## config.mk

```make
export PLATFORM = sky130hd
export DESIGN_NAME = multdiv_unit
export DESIGN_NICKNAME = d
export VERILOG_FILES = /design/src/rtl/multdiv_pkg.sv /design/src/rtl/multdiv_step.sv /design/src/rtl/multdiv_unit.sv
export SDC_FILE = /design/constraint.sdc
export NUM_CORES = 1
export LEC_CHECK = 0
export ABC_AREA = 1
export BUFFER_PORTS_ARGS = -buffer_cell sky130_fd_sc_hd__buf_2
export CAP_MARGIN = 10
export CORE_ASPECT_RATIO = 1.75
export CORE_MARGIN = 2
export CORE_UTILIZATION = 35
export DETAILED_ROUTE_END_ITERATION = 10
export PLACE_DENSITY_LB_ADDON = 0.12
export SLEW_MARGIN = 20
export SYNTH_ARGS = -nofsm -noshare
export SYNTH_HDL_FRONTEND = slang
export SYNTH_SLANG_ARGS = --single-unit
```

## constraint.sdc

```tcl
create_clock -name clock -period 6.5 [get_ports clock]
set_input_delay 1.95 -clock clock [delete_from_list [all_inputs] [get_ports clock]]
set_output_delay 1.95 -clock clock [all_outputs]
set_load 0.01 [all_outputs]
```

## src/rtl/multdiv_pkg.sv

```systemverilog
// multdiv_pkg: shared encodings and defaults for the multicycle multiply/divide unit
package multdiv_pkg;
    localparam int DEF_WIDTH = 32;
    localparam int DEF_TAG_W = 5;
    localparam logic [4:0] ALU_MUL = 5'b00110;
    localparam logic [4:0] ALU_DIV = 5'b00111;
    typedef enum logic [1:0] {IDLE, RUN, DONE} state_t;
    typedef enum logic {OP_MUL, OP_DIV} op_t;
endpackage

```

## src/rtl/multdiv_step.sv

```systemverilog
// multdiv_step: one combinational shift-add (multiply) or restoring trial-subtract (divide) iteration
module multdiv_step import multdiv_pkg::*; #(
    parameter int WIDTH = DEF_WIDTH
) (
    input  logic               is_div,
    input  logic [2*WIDTH-1:0] acc,
    input  logic [WIDTH-1:0]   shreg,
    input  logic [WIDTH-1:0]   opnd,
    output logic [2*WIDTH-1:0] acc_next,
    output logic [WIDTH-1:0]   shreg_next
);
    logic [WIDTH:0] sum, shifted, diff;
    // multiply: upper half accumulates, product bits fall into the lower half
    assign sum = {1'b0, acc[2*WIDTH-1:WIDTH]} + {1'b0, opnd & {WIDTH{shreg[0]}}};
    // divide: upper half is the partial remainder, quotient bits shift into the lower half
    assign shifted = {acc[2*WIDTH-1:WIDTH], shreg[WIDTH-1]};
    assign diff = shifted - {1'b0, opnd};
    assign acc_next = !is_div ? {sum, acc[WIDTH-1:1]} :
                      diff[WIDTH] ? {shifted[WIDTH-1:0], acc[WIDTH-2:0], 1'b0} :
                                    {diff[WIDTH-1:0], acc[WIDTH-2:0], 1'b1};
    assign shreg_next = is_div ? shreg << 1 : shreg >> 1;
endmodule

```

## src/rtl/multdiv_unit.sv

```systemverilog
// multdiv_unit: fixed-latency signed multiply/divide with busy, ready pulse and destination tag
module multdiv_unit import multdiv_pkg::*; #(
    parameter int WIDTH = DEF_WIDTH,
    parameter int TAG_W = DEF_TAG_W
) (
    input  logic             clock,
    input  logic             reset,
    input  logic             ctrl_MULT,
    input  logic             ctrl_DIV,
    input  logic [WIDTH-1:0] data_operandA,
    input  logic [WIDTH-1:0] data_operandB,
    input  logic [TAG_W-1:0] tag_in,
    output logic [WIDTH-1:0] data_result,
    output logic             data_exception,
    output logic             data_resultRDY,
    output logic [TAG_W-1:0] tag_out,
    output logic             busy
);
    localparam int CNT_W = $clog2(WIDTH + 1);
    state_t state, state_next;
    op_t op;
    logic neg, start, last, mul_exc, div_exc;
    logic [WIDTH-1:0] opnd, shreg, shreg_next, mag_a, mag_b, quot;
    logic [2*WIDTH-1:0] acc, acc_next, prod;
    logic [CNT_W-1:0] counter;
    logic [TAG_W-1:0] tag_lat;
    assign start = ctrl_MULT | ctrl_DIV;
    assign last = counter == CNT_W'(WIDTH);
    assign mag_a = data_operandA[WIDTH-1] ? -data_operandA : data_operandA;
    assign mag_b = data_operandB[WIDTH-1] ? -data_operandB : data_operandB;
    always_ff @(posedge clock or posedge reset) begin
        if (reset) state <= IDLE;
        else state <= state_next;
    end
    always_comb begin
        state_next = state == IDLE ? (start ? RUN : IDLE) :
                     state == RUN  ? (last ? DONE : RUN) : IDLE;
    end
    always_comb begin
        data_resultRDY = state == DONE;
        busy = state != IDLE;
    end
    multdiv_step #(.WIDTH(WIDTH)) u_step (
        .is_div(op == OP_DIV),
        .acc(acc),
        .shreg(shreg),
        .opnd(opnd),
        .acc_next(acc_next),
        .shreg_next(shreg_next)
    );
    // exception: the signed product does not fit, or the quotient is zero-divisor / +2^(WIDTH-1)
    always_comb begin
        prod = neg ? -acc : acc;
        quot = neg ? -acc[WIDTH-1:0] : acc[WIDTH-1:0];
        mul_exc = !(&prod[2*WIDTH-1:WIDTH-1]) && (|prod[2*WIDTH-1:WIDTH-1]);
        div_exc = ~|opnd | (!neg & acc[WIDTH-1]);
    end
    always_ff @(posedge clock or posedge reset) begin
        if (reset) begin
            op <= OP_MUL;
            neg <= 1'b0;
            opnd <= '0;
            shreg <= '0;
            acc <= '0;
            counter <= '0;
            tag_lat <= '0;
            data_result <= '0;
            data_exception <= 1'b0;
            tag_out <= '0;
        end else if (state == IDLE) begin
            if (start) begin
                op <= ctrl_MULT ? OP_MUL : OP_DIV;
                neg <= data_operandA[WIDTH-1] ^ data_operandB[WIDTH-1];
                opnd <= ctrl_MULT ? mag_a : mag_b;
                shreg <= ctrl_MULT ? mag_b : mag_a;
                acc <= '0;
                counter <= '0;
                tag_lat <= tag_in;
            end
        end else if (state == RUN) begin
            if (!last) begin
                acc <= acc_next;
                shreg <= shreg_next;
                counter <= counter + 1'b1;
            end else begin
                data_result <= op == OP_DIV ? (~|opnd ? '0 : quot) : prod[WIDTH-1:0];
                data_exception <= op == OP_DIV ? div_exc : mul_exc;
                tag_out <= tag_lat;
            end
        end
    end
endmodule

```

Yosys cells after proc, flatten, opt, wreduce, memory -nomap -nowiden --
Index checks and enable logic that the tools add are counted. W data, S select, Z words.
Storage, ports and cells: register bits 181, bits of input ports 73, output and inout bits 40, logic and storage cells 71
Operators by class: add/subtract/negate cells 7, equal/unequal tests 5, muxes and demuxes 29, bitwise logic cells 6, reductions and logical operators 13
Operators with widths (number):
- $mux W64 | 7
- $mux W32 | 12
- $neg A32 Y32 | 3
- $neg A64 Y64 | 1
- $add A32 B32 Y33 | 1
- $reduce_and A33 Y1 | 1
- $reduce_or A33 Y1 | 1
- $sub A33 B32 Y33 | 1
- $and A32 B32 Y32 | 1
- $reduce_or A32 Y1 | 1
- $mux W6 | 4
- $add A6 B1 Y6 const B | 1
- $eq A6 B6 Y1 const B | 1
- $mux W2 | 3
- $reduce_and A3 Y1 | 2
- $reduce_bool A2 Y1 | 2
- $logic_not A1 Y1 | 3
- $mux W1 | 3
- $eq A2 B1 Y1 const B | 1
- $eq A2 B2 Y1 const B | 1
- $logic_not A2 Y1 | 1
- $ne A2 B1 Y1 const B | 1
- $ne A2 B2 Y1 const B | 1
- $or A1 B1 Y1 | 2
- other kinds (5) | 5

Longest topological paths before layout --
depth after elaboration 6, gate-level depth with buffers 20

Cells and area by module --
From an unflattened synthesis, not the netlist that was laid out.
Unflattened totals: cell total of the unflattened synthesis 3090, area, all modules 18671.7 µm²
Modules (own cells, without submodules):
- multdiv_unit | instances 1, cells an instance 1715, area each 11817.6 µm², seq. area each 4529.3 µm²
- multdiv_step | instances 1, cells an instance 1375, area each 6854.1 µm², seq. area each 0.0 µm²

Least setup slack after synthesis --
OpenSTA, ideal clock, no wires.
path kind input to register, start point input data_operandB[0], end point register shreg[18], setup time 0.138 ns, arrival 3.376 ns, data required time 6.362 ns, path slack 2.986 ns, stages 13, buffers on the path 0, cells stage by stage inv_1 > ha_1 > nand4_1 > nor3_1 > nand2_1 > nor3_1 > nand2_1 > nor2_1 > nand3_1 > nand3b_1 > nand3_1 > nand3_1 > o211ai_1
Between the ends: word-level cells in the longest chain between the ends 5
Ends and longest elaborated chain:
- start: declaration | line multdiv_unit.sv:11 | input logic [WIDTH-1:0] data_operandB,
- $neg A32 Y32 | line multdiv_unit.sv:30 | assign mag_b = data_operandB[WIDTH-1] ? -data_operandB : data_operandB;
- $mux W32 | line multdiv_unit.sv:30
- $mux W32 | line multdiv_unit.sv:75 | shreg <= ctrl_MULT ? mag_b : mag_a;
- $mux W32 | line multdiv_unit.sv:71 | if (start) begin
- $mux W32 | line multdiv_unit.sv:70 | end else if (state == IDLE) begin
- end signal: assignment | line multdiv_unit.sv:75
- end signal: assignment | line multdiv_unit.sv:83 | shreg <= shreg_next;
- end: declaration | line multdiv_unit.sv:23 | logic [WIDTH-1:0] opnd, shreg, shreg_next, mag_a, mag_b, quot;
No other way between the ends. The select of a mux whose other input is x is not followed. A chain may end at the register's enable or synchronous reset.

Worst setup path in the final report --
start point input ctrl_MULT, end point register shreg[29]
Between the ends: word-level cells in the longest chain between the ends 3, elaborated cells on any way between the ends 6, those cells by class eq/ne: 1; mux: 3; bitwise: 1; reduce/logical: 1
Ends and longest elaborated chain:
- start: declaration | line multdiv_unit.sv:8 | input logic ctrl_MULT,
- $or A1 B1 Y1 or $mux W32 (tied branches) | line multdiv_unit.sv:27, multdiv_unit.sv:75
- $ne A2 B2 Y1 (no line) or $mux W32 (tied branches)
- $reduce_and A3 Y1 (no line) or $mux W32 (tied branches)
Parallel ways exist; a longest one is shown, timed or not. The select of a mux whose other input is x is not followed.

==> impl_metrics.json <==
{
  "ir_drop_uv": 295,
  "area_growth_pct": 10.3,
  "grt_pass1_vias": 18116,
  "clkLatencyLatePin_ps": 480,
  "hold_start": "tag_out[3]$_DFFE_PP0P_",
  "seq_area_frac_synth": 0.269,
  "register_area_um2": 4530,
  "drt_iter0_markers": 901,
  "syn_inst": 2679,
  "path_class": "input pin to flip-flop",
  "via_per_inst": 5.31,
  "status": "completed",
  "maxSlewViolCount": 0,
  "layout.nets": 2884,
  "synth.avg_cell_area_um2": 6.28,
  "cts.htree.levels": 4,
  "synth_top_area_frac": 0.269,
  "worst_setup_path_start_kind": "input pin",
  "grt_max_degree": 91,
  "grt_pass1_wl_um": 101000,
  "ys.flop_type": "dfrtp_1",
  "die-area_um2": 49900,
  "num_vias": 17784,
  "hold_buffers": 0,
  "die_w_um": 170,
  "worstHoldPathType": "flip-flop to flip-flop",
  "fin_area_um2": 18500,
  "grt_setup_unrepaired": "no",
  "dr.pass1.iters": 7,
  "leakagePower_nw": 9.18,
  "regToRegSetupSlack_ps": 2570,
  "path_cells": "buf_2, o21ai_2, inv_1, buf_4, nor2_4, inv_2, buf_4, o22ai_1, a21oi_1, nand2_1",
  "path_delay_family": "buffers and inverters",
  "nFillCells": 5226,
  "drive_above_1_share": 0.0883,
  "antenna_found_initial": 0,
  "tightest_slew_ps": 839,
  "cts_tree": "yes",
  "cp_slowest_cell": "buf_4",
  "yosysWarnings": 0,
  "start_util": 0.353,
  "synthesis.area_um2": 16800,
  "wl_per_cell_um": 19.7,
  "maxCapViolCount": 0,
  "fmax_mhz": 246,
  "grtUsageTotal": 0.267,
  "skew_ps": 16.2,
  "die_y_um": 294,
  "coreArea_um2": 47600,
  "io_buffer_count": 112,
  "cts.repair.resized": 0,
  "dpl.cell_count": 3315,
  "routed_wirelength_um": 65800,
  "critPathMaxFanout": 40,
  "syn-num-nets": 2823,
  "startpoint": "ctrl_MULT",
  "numCtsBuffers": 17,
  "detail-route-antenna-nets": 0,
  "arrival_ps": 4420,
  "synth-edff-count": 0,
  "endpoint_kind": "flip-flop",
  "hold_slack_ps": 478,
  "r2r-start": "shreg[31]$_DFFE_PP0P_",
  "antenna_cells": 0,
  "ys_seq_elements": 181,
  "cts_buffer_depth": 2,
  "worstPathRequired_ps": 6850,
  "final_cells": 3347,
  "fin_crit_sh": 0.625,
  "gp_congestion": 0.960,
  "postCtsSetupRepairBufs": 0,
  "multiInputGateArea_um2": 10700,
  "slew_headroom": 0.435,
  "netlist_top_cells_area": "dfrtp_1 27%, nand2_1 17%, inv_1 7.5%",
  "fin_crit_ps": 4060,
  "synthArstFlopShare": 1.00,
  "drc_errors": 0,
  "dpl.hpwl_um": 52800,
  "fin_total_pwr_mw": 10.6,
  "power_density_nw_per_um2": 570,
  "placed_cell_area_um2": 17900,
  "grt_overflow": 0,
  "cts_num_sinks": 181,
  "clk_pin_slew_worst_paths_ps": 70,
  "setup_tns_ps": 0,
  "finalHoldViolCount": 0,
  "path_buf_inv": 5,
  "ios": 113,
  "path_common_cell": "buf_4",
  "synth.largest_area_cell": "dfrtp_1",
  "finalSetupViolCount": 0,
  "cts_root_buffer": "clkbuf_16",
  "slowest_delay_ps": 510,
  "ys_types": 64,
  "fp-row-count": 106
}
==> worst paths after layout <==
kind / to / depth (start not counted)
worst min-delay path: tag_out[3]$_DFFE_PP0P_ / 2
worst min register to register: tag_out[3]$_DFFE_PP0P_ / 2
min in group asynchronous: acc[20]$_DFFE_PP0P_ / 2
worst max register to register: acc[46]$_DFFE_PP0P_ / 15
max in group asynchronous: op$_DFFE_PP0P_ / 3
worst max-delay path: shreg[29]$_DFFE_PP0P_ / 10
==> through the flow <==
step | util | worst slack, ps
final | 0.389 | 2440
after global routing | 0.389 | 2190
after CTS | 0.389 | 2440
after detailed placement | 0.377 | 1950
after global placement | 0.377 | 1940
after floorplan | - | 2230
==> where the power goes <==
group          switching, mW  total [mW]  leakage [nW]  internal [mW]
Clock                  0.543        1.12         0.284          0.580
Combinational           4.64        7.01          6.72           2.37
Sequential             0.744        2.42          2.18           1.68
Total                   5.93        10.6          9.18           4.63
==> cell usage after synthesis, drive strengths merged, types with 9 or more instances <==
| cell | instances |
|---|---|
| nand2 | 780 |
| inv | 340 |
| nor2 | 328 |
| o21ai | 232 |
| dfrtp | 181 |
| nand3 | 171 |
| a21oi | 124 |
| xor2 | 86 |
| ha | 69 |
| clkbuf | 61 |
| o22ai | 43 |
| nand4 | 36 |
| buf | 30 |
| nor3 | 24 |
| xnor2 | 21 |
| o211ai | 19 |
| nor4 | 16 |
| o221ai | 16 |
| or2 | 12 |
| a22oi | 10 |
| a31oi | 10 |
| o31ai | 10 |
| nand3b | 9 |
==> registers in the layout (all words and copies together) (netlist names) <==
| register | count |
|---|---|
| opnd | 32 |
| state | 2 |
| neg | 1 |
| op | 1 |
| data_exception | 1 |
| acc | 64 |
| data_result | 32 |
| tag_lat | 5 |
| counter | 6 |
| shreg | 32 |
| tag_out | 5 |
==> tightest hold or removal path, stage by stage (launching register included) <==
cell,delay (ps)
dfrtp_1,340
nand2_1,50
o21ai_0,50
==> layout by cell type, fill, tap and decap left out, types with 6 or more instances in the layout <==
cell type,Yosys,routed
inv_1,336,333
nand3_1,169,169
nor3_1,18,18
a31oi_1,10,10
nor2_2,8,10
o31ai_1,9,8
buf_2,13,112
inv_2,4,6
o221ai_1,16,16
nand2_1,767,765
dfrtp_1,181,179
nor2_1,318,315
a221oi_1,7,7
o21ai_0,215,215
xnor2_1,21,21
nand4_1,35,35
ha_1,69,69
o21bai_1,7,7
nand3b_1,8,8
o211ai_1,19,19
buf_4,4,20
o22ai_1,43,43
a22oi_1,10,10
xor2_1,84,84
o21ai_1,13,12
or2_2,11,11
clkbuf_16,0,17
a21oi_1,118,118
nor4_1,15,15
nand2_2,11,13
==> layer usage <==
| metal | up-vias | GRT usage | routed length, um | share of wire |
|---|---|---|---|---|
| li1 | 8884 | - | - | - |
| met1 | 8225 | 0.252 | 22700 | 0.34 |
| met2 | 499 | 0.521 | 35700 | 0.54 |
| met3 | 176 | 0.0225 | 1940 | 0.029 |
| met4 | 0 | 0.209 | 5560 | 0.085 |
| met5 | - | 0 | 0 | 0 |
==> area by class of cell <==
| class | instances | share of cell area |
|---|---|---|
| Multi-Input combinational cell | 2067 | 0.575 |
| Inverter | 340 | 0.0690 |
| Timing Repair Buffer | 133 | 0.0394 |
| Tap cell | 594 | 0.0401 |
| Clock inverter | 14 | 0.00891 |
| Clock buffer | 18 | 0.0231 |
| Sequential cell | 181 | 0.245 |
==> cells by family (layout without fill, tap and decap cells) <==
logic type      after synthesis  count (layout)  synth area share
simple gates               1379            1379             0.344
compound gates              509             509             0.177
buf+inv                     431             505            0.0990
flops                       181             181             0.269
xor+xnor                    107             107            0.0566
fa+ha+maj                    71              71            0.0537
mux                           1               1          0.000595
No activity file was read; power rests on OpenSTA's default activity.
